`src/rtl/alu_pkg.sv`:
```
// Shared ALU definitions: datapath width, divider FSM states and the
// quotient reported for a divide by zero.
package alu_pkg;

    localparam int ALU_WIDTH = 16;

    typedef enum logic [1:0] {
        DIV_IDLE,
        DIV_RUN,
        DIV_DONE
    } div_state_t;

    localparam logic [ALU_WIDTH-1:0] DIV_ZERO_QUOT = '1;

endpackage

```
`src/rtl/seq_divider_if.sv`:
```
// Request/result bundle between the CPU control path (master) and the
// iterative divider (slave).
interface seq_divider_if
    import alu_pkg::*;
#(
    parameter int WIDTH = ALU_WIDTH
) ();

    logic             enable;
    logic [WIDTH-1:0] a;
    logic [WIDTH-1:0] b;
    logic [WIDTH-1:0] q;
    logic [WIDTH-1:0] r;
    logic             busy;
    logic             done;
    logic             div_zero;

    modport master (
        output enable, a, b,
        input  q, r, busy, done, div_zero
    );

    modport slave (
        input  enable, a, b,
        output q, r, busy, done, div_zero
    );

endinterface

```
`src/rtl/seq_divider_step.sv`:
```
// One restoring-division step: shift the next dividend bit into the partial
// remainder and subtract the divisor when it fits.
module div_step
    import alu_pkg::*;
#(
    parameter int WIDTH = ALU_WIDTH
) (
    input  logic [WIDTH-1:0] pr_i,
    input  logic             msb_i,
    input  logic [WIDTH-1:0] divisor_i,
    output logic [WIDTH-1:0] pr_o,
    output logic             qbit_o
);

    logic [WIDTH:0] shifted;

    // The held remainder is always < divisor, so only the shifted value needs
    // the extra bit; the difference always fits back into WIDTH bits.
    always_comb begin
        shifted = {pr_i, msb_i};
        if (shifted >= {1'b0, divisor_i}) begin
            pr_o   = shifted[WIDTH-1:0] - divisor_i;
            qbit_o = 1'b1;
        end else begin
            pr_o   = shifted[WIDTH-1:0];
            qbit_o = 1'b0;
        end
    end

endmodule

```
`src/rtl/seq_divider.sv`:
```
// Iterative unsigned restoring divider, one quotient bit per clock.
// Results and the divide-by-zero flag hold until the next accepted start.
module seq_divider
    import alu_pkg::*;
#(
    parameter int WIDTH = ALU_WIDTH
) (
    input  logic          clk,
    input  logic          rst,
    seq_divider_if.slave  bus
);

    localparam int CW = $clog2(WIDTH) + 1;

    div_state_t       state_q, state_d;
    logic [CW-1:0]    count_q, count_d;
    logic [WIDTH-1:0] dvd_q, dvd_d;
    logic [WIDTH-1:0] dvs_q, dvs_d;
    logic [WIDTH-1:0] pr_q, pr_d;
    logic [WIDTH-1:0] q_q, q_d;
    logic [WIDTH-1:0] r_q, r_d;
    logic             dz_q, dz_d;

    logic [WIDTH-1:0] step_pr;
    logic             step_qbit;

    div_step #(.WIDTH(WIDTH)) u_step (
        .pr_i      (pr_q),
        .msb_i     (dvd_q[WIDTH-1]),
        .divisor_i (dvs_q),
        .pr_o      (step_pr),
        .qbit_o    (step_qbit)
    );

    always_comb begin
        state_d = state_q;
        count_d = count_q;
        dvd_d   = dvd_q;
        dvs_d   = dvs_q;
        pr_d    = pr_q;
        q_d     = q_q;
        r_d     = r_q;
        dz_d    = dz_q;
        case (state_q)
            DIV_IDLE, DIV_DONE: begin
                state_d = DIV_IDLE;
                if (bus.enable) begin
                    if (bus.b == '0) begin
                        state_d = DIV_DONE;
                        q_d     = '1;
                        r_d     = bus.a;
                        dz_d    = 1'b1;
                    end else begin
                        state_d = DIV_RUN;
                        dvd_d   = bus.a;
                        dvs_d   = bus.b;
                        pr_d    = '0;
                        count_d = '0;
                        dz_d    = 1'b0;
                    end
                end
            end
            DIV_RUN: begin
                // Quotient bits fill the dividend register from the LSB as its MSBs are consumed.
                dvd_d   = {dvd_q[WIDTH-2:0], step_qbit};
                pr_d    = step_pr;
                count_d = count_q + CW'(1);
                if (count_q == CW'(WIDTH - 1)) begin
                    state_d = DIV_DONE;
                    q_d     = {dvd_q[WIDTH-2:0], step_qbit};
                    r_d     = step_pr;
                end
            end
            default: state_d = DIV_IDLE;
        endcase
    end

    always_ff @(posedge clk) begin
        if (!rst) begin
            state_q <= DIV_IDLE;
            count_q <= '0;
            dvd_q   <= '0;
            dvs_q   <= '0;
            pr_q    <= '0;
            q_q     <= '0;
            r_q     <= '0;
            dz_q    <= 1'b0;
        end else begin
            state_q <= state_d;
            count_q <= count_d;
            dvd_q   <= dvd_d;
            dvs_q   <= dvs_d;
            pr_q    <= pr_d;
            q_q     <= q_d;
            r_q     <= r_d;
            dz_q    <= dz_d;
        end
    end

    assign bus.busy     = (state_q == DIV_RUN);
    assign bus.done     = (state_q == DIV_DONE);
    assign bus.q        = q_q;
    assign bus.r        = r_q;
    assign bus.div_zero = dz_q;

endmodule

```
`src/flat_wrapper.sv`:
```
// flat-port wrapper written by rule: the top's interface ports become plain ports
module seq_divider_flat import alu_pkg::*;
#(
    parameter int WIDTH = ALU_WIDTH
)
  (clk, rst, bus_enable, bus_a, bus_b, bus_q, bus_r, bus_busy, bus_done, bus_div_zero);
  seq_divider_if #(.WIDTH(WIDTH)) bus_i ();
  input  logic clk;
  input  logic rst;
  input wire logic [$bits(bus_i.enable)-1:0] bus_enable;
  input wire logic [$bits(bus_i.a)-1:0] bus_a;
  input wire logic [$bits(bus_i.b)-1:0] bus_b;
  output wire logic [$bits(bus_i.q)-1:0] bus_q;
  output wire logic [$bits(bus_i.r)-1:0] bus_r;
  output wire logic [$bits(bus_i.busy)-1:0] bus_busy;
  output wire logic [$bits(bus_i.done)-1:0] bus_done;
  output wire logic [$bits(bus_i.div_zero)-1:0] bus_div_zero;
  assign bus_i.enable = bus_enable;
  assign bus_i.a = bus_a;
  assign bus_i.b = bus_b;
  assign bus_q = bus_i.q;
  assign bus_r = bus_i.r;
  assign bus_busy = bus_i.busy;
  assign bus_done = bus_i.done;
  assign bus_div_zero = bus_i.div_zero;
  seq_divider #(.WIDTH(WIDTH)) u_core (.clk(clk), .rst(rst), .bus(bus_i));
endmodule
```
`config.mk`:
```
export PLATFORM = sky130hd
export DESIGN_NAME = seq_divider_flat
export DESIGN_NICKNAME = d
export VERILOG_FILES = /design/src/rtl/alu_pkg.sv /design/src/rtl/seq_divider_if.sv /design/src/rtl/seq_divider_step.sv /design/src/rtl/seq_divider.sv /design/src/flat_wrapper.sv
export SDC_FILE = /design/constraint.sdc
export NUM_CORES = 1
export LEC_CHECK = 0
export ABC_AREA = 1
export BUFFER_PORTS_ARGS = -buffer_cell sky130_fd_sc_hd__clkbuf_2
export CORE_MARGIN = 4
export CORE_UTILIZATION = 55
export CTS_CLUSTER_SIZE = 28
export DETAILED_ROUTE_END_ITERATION = 16
export GPL_TIMING_DRIVEN = 0
export PLACE_DENSITY = 0.77
export SLEW_MARGIN = 25
export SYNTH_ARGS = -nofsm -noshare
export SYNTH_HDL_FRONTEND = slang
export SYNTH_SLANG_ARGS = --single-unit
```
`constraint.sdc`:
```
create_clock -name clk -period 4.6 [get_ports clk]
set_input_delay 0.92 -clock clk [delete_from_list [all_inputs] [get_ports clk]]
set_output_delay 0.92 -clock clk [all_outputs]
set_load 0.01 [all_outputs]
```
== After elaboration in Yosys (flattened, before gate mapping) ==
Index checks and enable logic that the tools add are counted.
Storage, ports and cells
  bits in registers: 88
  input bits: 35
  output and inout bits: 35
  word-level logic and storage cells: 51
Cells by class
  add/sub/neg operators: 2
  order comparisons: 1
  equal/unequal tests: 7
  mux-type cells: 24
  bitwise gates (word level): 1
  reduce and logical (&&, ||, !) cells: 8
Operators with widths (count)
  two-way mux 16 bit: 11
  case mux 16 bit (2 select lines): 4
  >= comparator 17 x 16 -> 1 bit: 1
  zero test 16 bit: 1
  subtractor 16 bit: 1
  two-way mux 5 bit: 2
  case mux 5 bit (2 select lines): 1
  two-way mux 2 bit: 3
  AND reduction 3 bit: 2
  adder 5 x 1 -> 5 bit (second input constant): 1
  == test 5 x 4 -> 1 bit (second input constant): 1
  != test 2 x 1 -> 1 bit (second input constant): 2
  != test 2 bit (second input constant): 2
  case mux 2 bit (2 select lines): 1
  AND reduction 4 bit: 1
  == test 2 x 1 -> 1 bit (second input constant): 1
  == test 2 bit (second input constant): 1
  zero test 2 bit: 1
  two-way mux 1 bit: 2
  AND reduction 2 bit: 1
  nonzero test 2 bit: 1
  OR reduction 2 bit: 1
  NOT 1 bit: 1

== Longest topological paths before layout ==
  depth in word-level cells: 4
  depth in mapped cells: 15
  gate-level depth less buffers: 15

== Modules after synthesis ==
Synthesis repeated with hierarchy kept, for this count alone.
Second synthesis, totals
  cell total of the unflattened synthesis: 791
  area, all modules: 5305.1 um^2
Modules (own cells, without submodules)
  seq_divider: instances 1, cells each 519, area each 3862.5 um^2, sequential area each 1761.7 um^2
  div_step: instances 1, cells each 272, area each 1442.6 um^2, sequential area each 0.0 um^2

== Worst setup path before layout ==
OpenSTA, ideal clock, no wires.
  path kind: input -> register
  start point: input port bus_b[13]
  end point: register u_core.r_q[2] (netlist: u_core.bus.r[2])
  setup time: 0.109 ns
  arrival: 1.881 ns
  required time: 4.491 ns
  setup slack: 2.610 ns
  stages on the path: 12
  buffers on the path: 2
  cell sequence: nor2_1 nand2_1 nor2_1 nand2_1 nand2_1 nand2_1 buf_2 buf_6 a21oi_1 nand3_1 nand2_1 inv_1
On the way
  longest elaborated chain between the ends: 3
Ends and longest elaborated chain
  start, declared: line flat_wrapper.sv:12  | input wire logic [$bits(bus_i.b)-1:0] bus_b;
  zero test 16 bit: line seq_divider.sv:48  | if (bus.b == '0) begin
  != test 2 x 1 -> 1 bit (no line)
  AND reduction 4 bit (no line)
  end signal, assigned: line seq_divider.sv:95  | r_q <= r_d;
  end, declared: line seq_divider.sv:21  | logic [WIDTH-1:0] r_q, r_d;
Every way passes these cells.
A chain may end at the register's enable or synchronous reset.

== Worst setup path after layout ==
  start point: register u_core.state_q[0]
  end point: output port bus_busy
On the way
  longest elaborated chain between the ends: 1
Ends and longest elaborated chain
  start, declared: line seq_divider.sv:15  | div_state_t state_q, state_d;
  start signal, assigned: line seq_divider.sv:89  | state_q <= state_d;
  == test 2 x 1 -> 1 bit: line seq_divider.sv:100  | assign bus.busy = (state_q == DIV_RUN);
  end, declared: line flat_wrapper.sv:15  | output wire logic [$bits(bus_i.busy)-1:0] bus_busy;
Every way passes these cells.

==> out/metrics.cfg <==
[clock_tree]
htreeDepth=3
tritoncts=done
clock-sinks=88
cts_buffers=9
clk_latency_ns=0.36
cts.path.max_buffers=2
path_clk_slew_ns=0.09
root_buffer=clkbuf_8
hold_buffers=0
post-cts-setup-buffer-count=0
cts_resized=0

[hold_path]
hp-class=reg -> reg

[run_status]
outcome=complete, no violations

[route]
routed_wl_um=14700
drcViolationCount=0
viasPerCell=5.51
vias=5155
ant_nets=0
initialDrtViolationCount=433
dr.pass1.iters=7
wl_per_cell_um=15.7

[worst_setup_path]
worst-path-buf-inv=4
slowest_delay_ns=0.37
worstPathArrival_ns=1.70
critical_path.top_delay_family=buffers and inverters
startpoint_type=flop
required_ns=3.68
path_max_fanout=10
worstSetupEndpointType=output pin
crit_chain=inv_2 -> nor2_4 -> buf_6 -> clkbuf_1 -> clkbuf_2
critical_path_class=reg -> out
slowest_stage=dfxtp_1

[job]
maxCapViolations=0

[timing]
tightestPinTransition_ns=0.563
post-route-period-util=0.569
slew_headroom=0.624
hold_viol_final=0
setup_tns_ns=0
max_clock_freq_mhz=382
final_max_slew_viol_count=0
whs_ns=0.468
rsz0062_at_grt=no
period_needed_ns=2.62
setup_violations=0
finClkSkew_ns=0.0132

[yosys]
synth_ff_type=dfxtp_1
synthCells=744
synth_area_leaders=dfxtp_1, nand2_1, inv_1
synth_nets=798
syn_avg_cell_area_um2=6.81
synth_top_area_cell=dfxtp_1
synth-edff-count=0
yosysMostFrequentCell=nand2_1
synth_area_um2=5060
yosys_warnings=0
ys_seq_elements=88
synth_cell_types=36
netlist.area_leader.share=0.348
ys_seq_area_frac=0.348
async_flop_share=0
ys_top_cells_by_count=nand2_1, inv_1, dfxtp_1, nor2_1, o21ai_0

[placement]
gp_congestion=0.912
dpl.hpwl_um=11400
placed_cells=921
io_buffers=69

[floorplan]
die_area_um2=10800
core_area_um2=8850
dieHeight_um=104
start_util=0.572
ios=70
die_x_um=104
num_rows=34

[power]
p_leak_uw=0.00295
power.density_nw_per_um2=373
peakVddDrop_v=0.000218

[cells_and_area]
nets=878
layout.cells.non_filler=936
antenna_cells=0
drive_gt1_frac=0.164
area_delta_synth_final_pct=13.3

[global_routing]
antenna_found_initial=0
grt_max_degree=16
overflow=0
grt_pass1_wl_um=23600
grtUsageTotal=0.270
grt_pass1_vias=4852

[sequential cells by signal, summed over array words and instances, names as in the netlist]
register             flops
u_core.dvd_q            16
u_core.pr_q             16
u_core.bus.div_zero      1
u_core.dvs_q            16
u_core.bus.r            16
u_core.bus.q            16
u_core.state_q           2
u_core.count_q           5
[per-stage QoR]
step                instance area, um2  worst slack (ns)  total power, uW   util
global placement                  5540              1.93             1580  0.627
CTS                               5740              2.01             2130  0.648
finish                            5740              1.98             2140  0.648
global route                      5740              1.88             2260  0.648
detailed placement                5540              1.90             1590  0.627
floorplan                         5060              2.61             1400      -
[report_power, final]
group / switching (uW) / internal (uW) / total (uW)
registers: 36.3 / 822 / 858
logic: 477 / 253 / 730
clock network: 296 / 255 / 552
total: 809 / 1330 / 2140
[logic make-up after synthesis]
logic type / after synthesis / synth area share
buffers and inverters: 153 / 0.133
AOI/OAI and AO/OA: 138 / 0.143
DFF: 88 / 0.348
and+or+nand+nor: 339 / 0.315
adders and majority gates: 19 / 0.0484
xor gates and xnor gates: 7 / 0.0121
[worst reg2reg max path, delay by kind of cell (launching register included)]
kind	cells	cell delay [ns]
and+or+nand+nor	6	0.79
adders and majority gates	1	0.38
AOI/OAI and AO/OA	2	0.38
DFF	1	0.36
buffers and inverters	2	0.20
[cell usage in the layout, fill, tap and decap left out, types with 6 or more instances in the layout]
| cell type | synthesis | layout |
|---|---|---|
| o21ai_0 | 61 | 61 |
| clkbuf_1 | 14 | 15 |
| clkbuf_2 | 1 | 70 |
| inv_1 | 114 | 114 |
| nand4_1 | 23 | 23 |
| nand2_1 | 166 | 166 |
| nand3_2 | 12 | 12 |
| buf_2 | 11 | 11 |
| ha_1 | 18 | 18 |
| a21oi_1 | 55 | 55 |
| a31oi_1 | 16 | 16 |
| nand3_1 | 54 | 54 |
| clkbuf_8 | 4 | 13 |
| nor2_1 | 61 | 61 |
| xor2_1 | 6 | 6 |
| dfxtp_1 | 88 | 88 |
[routing by layer]
layer	vias to the layer above	routed length, um	GRT usage
met5	-	0	0
met4	0	364	0.0931
met3	31	1040	0.0528
met2	204	6840	0.453
met1	2360	6410	0.346
li1	2560	-	-
[final timing paths]
path                                  start                           end  slack [ns]  cells after the start
max reg2reg    u_core.pr_q[13]$_SDFFE_PN0P_  u_core.bus.r[3]$_SDFFE_PN0P_        2.39                     11
max          u_core.state_q[0]$_SDFFE_PN0P_                      bus_busy        1.98                      5
min reg2reg    u_core.dvs_q[5]$_SDFFE_PN0P_  u_core.dvs_q[5]$_SDFFE_PN0P_        0.47                      2
min            u_core.dvs_q[5]$_SDFFE_PN0P_  u_core.dvs_q[5]$_SDFFE_PN0P_        0.47                      2
[final cells by class]
cell class,count,area (um2)
Fill cell,843,3110
Multi-Input combinational cell,503,2630
Sequential cell,88,1760
Inverter,117,439
Timing Repair Buffer,69,345
Buffer,36,236
Tap cell,108,135
Clock buffer,10,128
Clock inverter,5,66.3
Power figures use the tool's default switching activity.
